## src/rtl/stage_if_pkg.sv

```systemverilog
// Shared definitions for the instruction fetch stage: the NOP instruction,
// the FSM state encodings and the default reset PC.
package stage_if_pkg;

    localparam logic [31:0] NOP                = 32'h00000013;
    localparam logic [31:0] DEFAULT_RESET_ADDR = 32'h80000000;

    typedef enum logic [1:0] {
        S_FETCH   = 2'd0,
        S_DISCARD = 2'd1,
        S_HALT    = 2'd2
    } if_state_t;

endpackage

```

## src/rtl/if_skid_buffer.sv

```systemverilog
// One-entry holding register for a fetched {pc, instruction, fault} bundle
// that arrived while decode was stalled.
module if_skid_buffer
    import stage_if_pkg::*;
(
    input  logic        clk_i,
    input  logic        rst_i,
    input  logic        load,
    input  logic        drain,
    input  logic        flush,
    input  logic [31:0] load_pc,
    input  logic [31:0] load_instr,
    input  logic        load_access_fault,
    input  logic        load_misaligned,
    output logic        buf_valid,
    output logic [31:0] buf_pc,
    output logic [31:0] buf_instr,
    output logic        buf_access_fault,
    output logic        buf_misaligned
);

    // flush wins over load so a redirect never leaves a stale entry behind
    always_ff @(posedge clk_i) begin
        if (!rst_i) begin
            buf_valid        <= 1'b0;
            buf_pc           <= 32'h0;
            buf_instr        <= NOP;
            buf_access_fault <= 1'b0;
            buf_misaligned   <= 1'b0;
        end else if (flush) begin
            buf_valid <= 1'b0;
        end else if (load) begin
            buf_valid        <= 1'b1;
            buf_pc           <= load_pc;
            buf_instr        <= load_instr;
            buf_access_fault <= load_access_fault;
            buf_misaligned   <= load_misaligned;
        end else if (drain) begin
            buf_valid <= 1'b0;
        end
    end

endmodule

```

## src/rtl/stage_if.sv

```systemverilog
// Instruction fetch stage: PC register, Wishbone-classic fetch FSM, redirect
// handling and the registered bundle handed to decode.
module stage_if
    import stage_if_pkg::*;
#(
    parameter logic [31:0] RESET_ADDR = DEFAULT_RESET_ADDR
) (
    input  logic        clk_i,
    input  logic        rst_i,
    input  logic        stall_i,
    input  logic        redirect_en_i,
    input  logic [31:0] redirect_pc_i,
    output logic [31:0] iwbm_addr_o,
    output logic        iwbm_cyc_o,
    output logic        iwbm_stb_o,
    input  logic [31:0] iwbm_dat_i,
    input  logic        iwbm_ack_i,
    input  logic        iwbm_err_i,
    output logic [31:0] instruction_o,
    output logic [31:0] pc_o,
    output logic        valid_o,
    output logic        e_inst_access_fault_o,
    output logic        e_inst_addr_misaligned_o
);

    if_state_t   state_reg;
    logic [31:0] pc_reg;
    logic [31:0] pc_stale_reg;

    logic        valid_reg;
    logic [31:0] instr_reg;
    logic [31:0] pc_out_reg;
    logic        access_fault_reg;
    logic        misaligned_reg;

    logic        buf_valid;
    logic [31:0] buf_pc;
    logic [31:0] buf_instr;
    logic        buf_access_fault;
    logic        buf_misaligned;

    logic        out_free;
    logic        req_fetch;
    logic        cyc;
    logic        fetch_ack;
    logic        fetch_err;
    logic        misalign_go;
    logic        new_event;
    logic        bus_pending;
    logic [31:0] new_instr;

    assign out_free  = !valid_reg || !stall_i;
    // a buffered entry blocks new requests, so ack and drain never coincide
    assign req_fetch = (state_reg == S_FETCH) && !buf_valid && (pc_reg[1:0] == 2'b00);
    assign cyc       = rst_i && (req_fetch || (state_reg == S_DISCARD));

    assign fetch_err   = req_fetch && iwbm_err_i;
    assign fetch_ack   = req_fetch && iwbm_ack_i && !iwbm_err_i;
    assign misalign_go = (state_reg == S_FETCH) && (pc_reg[1:0] != 2'b00)
                         && !buf_valid && out_free;
    assign new_event   = fetch_ack || fetch_err || misalign_go;
    assign new_instr   = fetch_ack ? iwbm_dat_i : NOP;
    assign bus_pending = cyc && !iwbm_ack_i && !iwbm_err_i;

    assign iwbm_cyc_o  = cyc;
    assign iwbm_stb_o  = cyc;
    assign iwbm_addr_o = (state_reg == S_DISCARD) ? pc_stale_reg : pc_reg;

    assign instruction_o            = instr_reg;
    assign pc_o                     = pc_out_reg;
    assign valid_o                  = valid_reg;
    assign e_inst_access_fault_o    = access_fault_reg;
    assign e_inst_addr_misaligned_o = misaligned_reg;

    if_skid_buffer u_skid (
        .clk_i             (clk_i),
        .rst_i             (rst_i),
        .load              (!redirect_en_i && (fetch_ack || fetch_err) && !out_free),
        .drain             (!redirect_en_i && buf_valid && out_free),
        .flush             (redirect_en_i),
        .load_pc           (pc_reg),
        .load_instr        (new_instr),
        .load_access_fault (fetch_err),
        .load_misaligned   (1'b0),
        .buf_valid         (buf_valid),
        .buf_pc            (buf_pc),
        .buf_instr         (buf_instr),
        .buf_access_fault  (buf_access_fault),
        .buf_misaligned    (buf_misaligned)
    );

    always_ff @(posedge clk_i) begin
        if (!rst_i) begin
            state_reg        <= S_FETCH;
            pc_reg           <= RESET_ADDR;
            pc_stale_reg     <= 32'h0;
            valid_reg        <= 1'b0;
            instr_reg        <= NOP;
            pc_out_reg       <= 32'h0;
            access_fault_reg <= 1'b0;
            misaligned_reg   <= 1'b0;
        end else if (redirect_en_i) begin
            pc_reg           <= redirect_pc_i;
            valid_reg        <= 1'b0;
            access_fault_reg <= 1'b0;
            misaligned_reg   <= 1'b0;
            // an unfinished transfer must still be completed on the bus
            if (bus_pending) begin
                state_reg <= S_DISCARD;
                if (state_reg == S_FETCH) begin
                    pc_stale_reg <= pc_reg;
                end
            end else begin
                state_reg <= S_FETCH;
            end
        end else begin
            case (state_reg)
                S_FETCH: begin
                    if (fetch_ack) begin
                        pc_reg <= pc_reg + 32'd4;
                    end else if (fetch_err || misalign_go) begin
                        state_reg <= S_HALT;
                    end
                end
                S_DISCARD: begin
                    if (iwbm_ack_i || iwbm_err_i) begin
                        state_reg <= S_FETCH;
                    end
                end
                default: begin
                end
            endcase

            if (out_free) begin
                if (buf_valid) begin
                    valid_reg        <= 1'b1;
                    pc_out_reg       <= buf_pc;
                    instr_reg        <= buf_instr;
                    access_fault_reg <= buf_access_fault;
                    misaligned_reg   <= buf_misaligned;
                end else if (new_event) begin
                    valid_reg        <= 1'b1;
                    pc_out_reg       <= pc_reg;
                    instr_reg        <= new_instr;
                    access_fault_reg <= fetch_err;
                    misaligned_reg   <= misalign_go;
                end else begin
                    valid_reg        <= 1'b0;
                    access_fault_reg <= 1'b0;
                    misaligned_reg   <= 1'b0;
                end
            end
        end
    end

endmodule

```

## config.mk

```make
export PLATFORM = sky130hd
export DESIGN_NAME = stage_if
export DESIGN_NICKNAME = d
export VERILOG_FILES = /design/src/rtl/stage_if_pkg.sv /design/src/rtl/if_skid_buffer.sv /design/src/rtl/stage_if.sv
export SDC_FILE = /design/constraint.sdc
export NUM_CORES = 1
export LEC_CHECK = 0
export ABC_AREA = 1
export BUFFER_PORTS_ARGS = -buffer_cell sky130_fd_sc_hd__buf_4
export CAP_MARGIN = 20
export CELL_PAD_IN_SITES_DETAIL_PLACEMENT = 0
export CELL_PAD_IN_SITES_GLOBAL_PLACEMENT = 2
export CORE_MARGIN = 5
export CORE_UTILIZATION = 32
export DETAILED_ROUTE_END_ITERATION = 12
export PLACE_DENSITY_LB_ADDON = 0.05
export SYNTH_ARGS = -nofsm -noshare
export SYNTH_HDL_FRONTEND = slang
export SYNTH_SLANG_ARGS = --single-unit
```

## constraint.sdc

```tcl
create_clock -name clk_i -period 4.8 [get_ports clk_i]
set_input_delay 0.96 -clock clk_i [delete_from_list [all_inputs] [get_ports clk_i]]
set_output_delay 0.96 -clock clk_i [all_outputs]
set_load 0.01 [all_outputs]
```

==> results of run 1 <==
-- power groups by stage --
| stage | sequential, mW | combinational (mW) | clock (mW) |
|---|---|---|---|
| global placement | 1.82 | 0.569 | 0 |
| finish | 1.78 | 0.561 | 1.42 |
| global route | 1.79 | 0.634 | 1.54 |
| detailed placement | 1.82 | 0.569 | 0 |
| CTS | 1.78 | 0.572 | 1.48 |
| floorplan | 1.82 | 0.321 | 0 |
-- critical path, delay by kind of cell, from the launching register on --
kind	cells	cell delay [ns]
buffers and inverters	2	0.56
and+or+nand+nor	1	0.27
AOI/OAI and AO/OA	1	0.39
DFF	1	0.41
-- cells in the mapped netlist --
master and instances:
nand2_1 411, dfxtp_1 199, a21oi_1 168, nor2_1 137, o21ai_0 123, inv_1 117
nand3_1 100, clkbuf_1 49, buf_2 27, buf_4 10, a31oi_1 9, nor3_1 8
xor2_1 8, inv_2 6, nand4_1 6, buf_1 5, buf_6 5, a211oi_1 3
o2111ai_1 3, nand2_2 2, nand3_2 2, nand4_2 2, nor2_2 2, or2_2 2
a21oi_2 1, clkbuf_2 1, ha_1 1, nor2_4 1, o211ai_1 1, o21a_1 1
or2_1 1, xnor2_1 1
-- cell families after synthesis --
group / after synthesis / share of synthesized area (%)
simple gates: 674 / 29.3
compound gates: 309 / 17.0
buf+inv: 220 / 10.0
flops: 199 / 42.7
xor+xnor: 9 / 0.845
fa+ha+maj: 1 / 0.134
-- how the worst min path moves through the flow --
stage | cells after the start | end | startpoint | slack [ns]
2_1_floorplan | 2 | pc_stale_reg[0] | pc_stale_reg[0] | 0.42
3_3_place_gp | 2 | u_skid.buf_pc[0] | u_skid.buf_pc[0] | 0.43
3_5_place_dp | 2 | u_skid.buf_pc[0] | u_skid.buf_pc[0] | 0.43
4_1_cts | 2 | u_skid.buf_pc[0] | u_skid.buf_pc[0] | 0.44
5_1_grt | 2 | pc_stale_reg[0] | pc_stale_reg[0] | 0.46
6_report | 2 | u_skid.buf_pc[0] | u_skid.buf_pc[0] | 0.44
-- per-layer routing --
metal  up-vias  routed length [µm]  global-route usage, %
met1      4145               16000                   27.8
met3        23                1200                   3.34
met4         0                 367                   3.90
met2       171               13400                   28.3
met5         -                   0                      0
li1       4736                   -                      -
-- per-stage QoR --
step | hold WS [ns] | util (%) | total power [mW] | setup slack, ns | instance area [µm²]
floorplan | 0.417 | - | 2.14 | 2.46 | 9330
CTS | 0.443 | 39.3 | 3.83 | 1.70 | 11300
detailed placement | 0.430 | 37.3 | 2.39 | 1.62 | 10700
finish | 0.441 | 39.3 | 3.76 | 1.76 | 11300
global placement | 0.429 | 37.3 | 2.39 | 1.65 | 10700
global route | 0.455 | 39.3 | 3.96 | 1.57 | 11300
-- layout make-up --
type | instances | area [µm²] | share of cell area [%]
multi-input combinational | 993 | 4420 | 39.1
tap | 384 | 480 | 4.25
clock buffer | 19 | 433 | 3.83
clock inverter | 13 | 134 | 1.18
sequential | 199 | 3990 | 35.2
inverter | 123 | 463 | 4.09
timing repair buffer | 186 | 1400 | 12.3
==> impl_metrics.ini, run 1 <==
[clocking]
cts_num_sinks = 199
cts_max_path_buffers = 2
root_buffer = clkbuf_16
h-tree-depth = 4
cts_tree = yes
cts-hold-fix-buffers = 0
numCtsBuffers = 17
cts_post_setup_buffers_inserted = 0
clock_latency_ns = 0.44
cts.repair.resized = 0
path_clk_slew_ns = 0.08

[drt]
via_per_inst = 4.73
avgRoutedWirePerCell_um = 16.1
vias = 9075
ant_nets = 0
drc = 0
drt_wl_total_mm = 30.9
dr.pass1.iters = 5
drtIter0Drc = 495

[critical_path]
critical_path_class = reg -> out
slowest_delay_ns = 0.41
r2r_start = u_skid.buf_valid
crit_path_end = iwbm_addr_o[28]
crit_top_cell = buf_4
cp-start-kind = flip-flop
path_cells = nand2_2 > buf_4 > o21ai_0 > buf_4
cp.required_ns = 3.84
worstPathMaxFanout = 49
cp_slowest_cell = dfxtp_1
startpoint = state_reg[0]
end_kind = primary output
r2r-end = instruction_o[19]
ff2ff_path_depth = 9
rrSetupSlack_ns = 1.95
arrival_ns = 2.08

[global_route]
track_usage_pct = 18.7
antenna_found_initial = 0
grt_pass1_wl_mm = 49.0
overflow = 0
grt_pass1_vias = 8598
grt_max_degree = 87

[synth]
synth_area_um2 = 9330
ys_seq_elements = 199
synth.yosys.seq_area_share_pct = 42.7
yosysTopAreaCellShare_pct = 42.7
yosysWarnings = 0
syn_nets = 1483
syn_area_per_cell_um2 = 6.61
yosysUniqueCellTypes = 32
ys_top_cells_by_area = dfxtp_1, nand2_1, a21oi_1
syn_inst = 1412
yosysTopAreaCell = dfxtp_1

[power]
swShare_pct = 30.3
p_switching_mw = 1.14
p_int_mw = 2.62
ir_worst_vdd_uv = 227
p_clk_share_pct = 37.7
leakage_nw = 4.79
p_per_area_nw_per_um2 = 333
p_seq_share_pct = 47.3
combPwrFrac_pct = 14.9

[timing]
fmax_ghz = 0.329
setup_viol = 0
worst_pin_slew_ns = 1.09
fin_tns_setup_ns = 0
slew_headroom_pct = 27.3
skew_ns = 0.0141
rsz0062_at_grt = no
fin_crit_ns = 3.04
hold_viol_final = 0
slew_violations = 0
fin_crit_sh_pct = 63.3

[die]
fp.coreArea_um2 = 28800
dieArea_um2 = 32700
start_util_pct = 32.4
die_y_um = 181
die_x_um = 181
core.rowCount = 62
num_io_pins = 171

[layout]
fill_cells = 3109
final_cell_mix = nand2_1, dfxtp_1, buf_4, a21oi_1, nor2_1
final_common_cell = nand2_1
area_growth_syn_to_layout_pct = 21.3
num_antenna_cells = 0
instances_no_fill = 1917
drive_gt1_share_pct = 15.6
nets = 1591

[placement]
hpwl_mm = 21.2
dp_cells = 1885
port_buffers = 170
place_congestion = 0.766

[job]
cap_violations = 0

[hold_path]
hold_class = reg -> reg

[outcome]
run_status = finished, final reports clean
Power figures use the tool's default switching activity.
==> run 2: changes to the inputs <==
CORE_UTILIZATION = 30   (was 32)
clock period = 2.95 ns   (was 4.8 ns; I/O delays follow)
==> run 2 against run 1 <==
Effect of this change:
- count of clock-buffer cells in the layout unchanged
- combinational power increased by 69%
- critical path depth did not move
- total power grew 71%
- critical endpoint is now iwbm_addr_o[31]
- largest cell class unchanged
==> impl_metrics.ini, run 2 (synthesis gave the netlist of run 1 again) <==
[drt]
drt_wl_total_mm = 31.9
dr.pass1.iters = 5
avgRoutedWirePerCell_um = 16.5
via_per_inst = 4.77
drtIter0Drc = 568
ant_nets = 0
drc = 0
vias = 9228

[die]
start_util_pct = 30.4
die_x_um = 186
dieArea_um2 = 34700
die_y_um = 186
core.rowCount = 64
fp.coreArea_um2 = 30700
num_io_pins = 171

[global_route]
grt_pass1_wl_mm = 50.7
track_usage_pct = 18.1
grt_pass1_vias = 8661
antenna_found_initial = 0
grt_max_degree = 101
overflow = 0

[clocking]
cts_max_path_buffers = 2
h-tree-depth = 4
cts_num_sinks = 199
cts.repair.resized = 0
root_buffer = clkbuf_16
cts_post_setup_buffers_inserted = 0
path_clk_slew_ns = 0.08
cts-hold-fix-buffers = 0
numCtsBuffers = 17
cts_tree = yes
clock_latency_ns = 0.45

[timing]
fin_tns_setup_ns = 0
skew_ns = 0.0105
fin_crit_sh_pct = 80.1
worst_pin_slew_ns = 0.811
slew_violations = 0
rsz0062_at_grt = no
setup_viol = 0
fmax_ghz = 0.423
fin_crit_ns = 2.36
hold_viol_final = 0
slew_headroom_pct = 45.9

[power]
p_per_area_nw_per_um2 = 558
ir_worst_vdd_uv = 355
leakage_nw = 4.89

[critical_path]
cp-start-kind = flip-flop
r2r-end = pc_reg[22]
rrSetupSlack_ns = 0.66
crit_path_end = iwbm_addr_o[31]
arrival_ns = 1.77
r2r_start = pc_reg[3]
startpoint = state_reg[0]
ff2ff_path_depth = 8
worstPathMaxFanout = 64
end_kind = primary output
cp.required_ns = 2.36
critical_path_class = reg -> out

[placement]
port_buffers = 170
placed_area_um2 = 10900
hpwl_mm = 21.7
place_congestion = 0.770

[outcome]
run_status = finished, final reports clean

[layout]
nets = 1599
final_area_um2 = 11500
drive_gt1_share_pct = 16.0
area_growth_syn_to_layout_pct = 23.6
final_common_cell = nand2_1
final_cell_mix = nand2_1, dfxtp_1, buf_4, a21oi_1, nor2_1
num_antenna_cells = 0

[hold_path]
hold_class = in -> reg

[job]
cap_violations = 0
[run 2: worst min path at each step]
stage                           startpoint                 to  slack [ns]  depth (start not counted)
after floorplan            pc_stale_reg[0]    pc_stale_reg[0]        0.42                          2
after global placement     pc_stale_reg[0]    pc_stale_reg[0]        0.43                          2
after detailed placement  u_skid.buf_pc[0]   u_skid.buf_pc[0]        0.43                          2
after CTS                   iwbm_dat_i[26]  instruction_o[26]        0.38                          3
after global routing        iwbm_dat_i[27]  instruction_o[27]        0.39                          3
final                       iwbm_dat_i[26]  instruction_o[26]        0.40                          3
[run 2: stage by stage]
step	total power [mW]	hold WS [ns]	worst slack (ns)	util, %	std cells
after floorplan	3.48	0.417	1.11	-	1412
after global placement	3.92	0.426	0.503	35.5	1905
after detailed placement	3.92	0.431	0.660	35.5	1905
after CTS	6.54	0.377	0.559	37.6	1936
after global routing	6.78	0.391	0.522	37.6	1936
final	6.44	0.402	0.587	37.6	1936
[run 2: routing by layer]
metal	share of wire (%)	vias up	GRT usage [%]
met1	52	4294	27.0
met2	44	158	27.5
met5	0	-	0
met4	0.76	0	3.78
met3	3.3	18	3.25
li1	-	4758	-
[run 2: area by class of cell]
| cell class | instances | area [µm²] |
|---|---|---|
| inverters | 123 | 463 |
| clock inverters | 12 | 195 |
| fillers | 3398 | 19100 |
| multi-input cells | 993 | 4430 |
| flip-flops and latches | 199 | 3990 |
| repair buffers | 194 | 1520 |
| well taps | 396 | 495 |
| clock buffers | 19 | 453 |
[run 2: critical path, stage by stage (launching register included)]
cell     delay (ns)
dfxtp_1        0.41
nand2_2        0.13
buf_12         0.19
o21ai_0        0.37
buf_4          0.20
[run 2: power by group]
group	internal [mW]	switching (mW)	total [mW]
logic	0.361	0.586	0.947
registers	2.80	0.0962	2.90
clock network	1.48	1.12	2.60
total	4.64	1.80	6.44
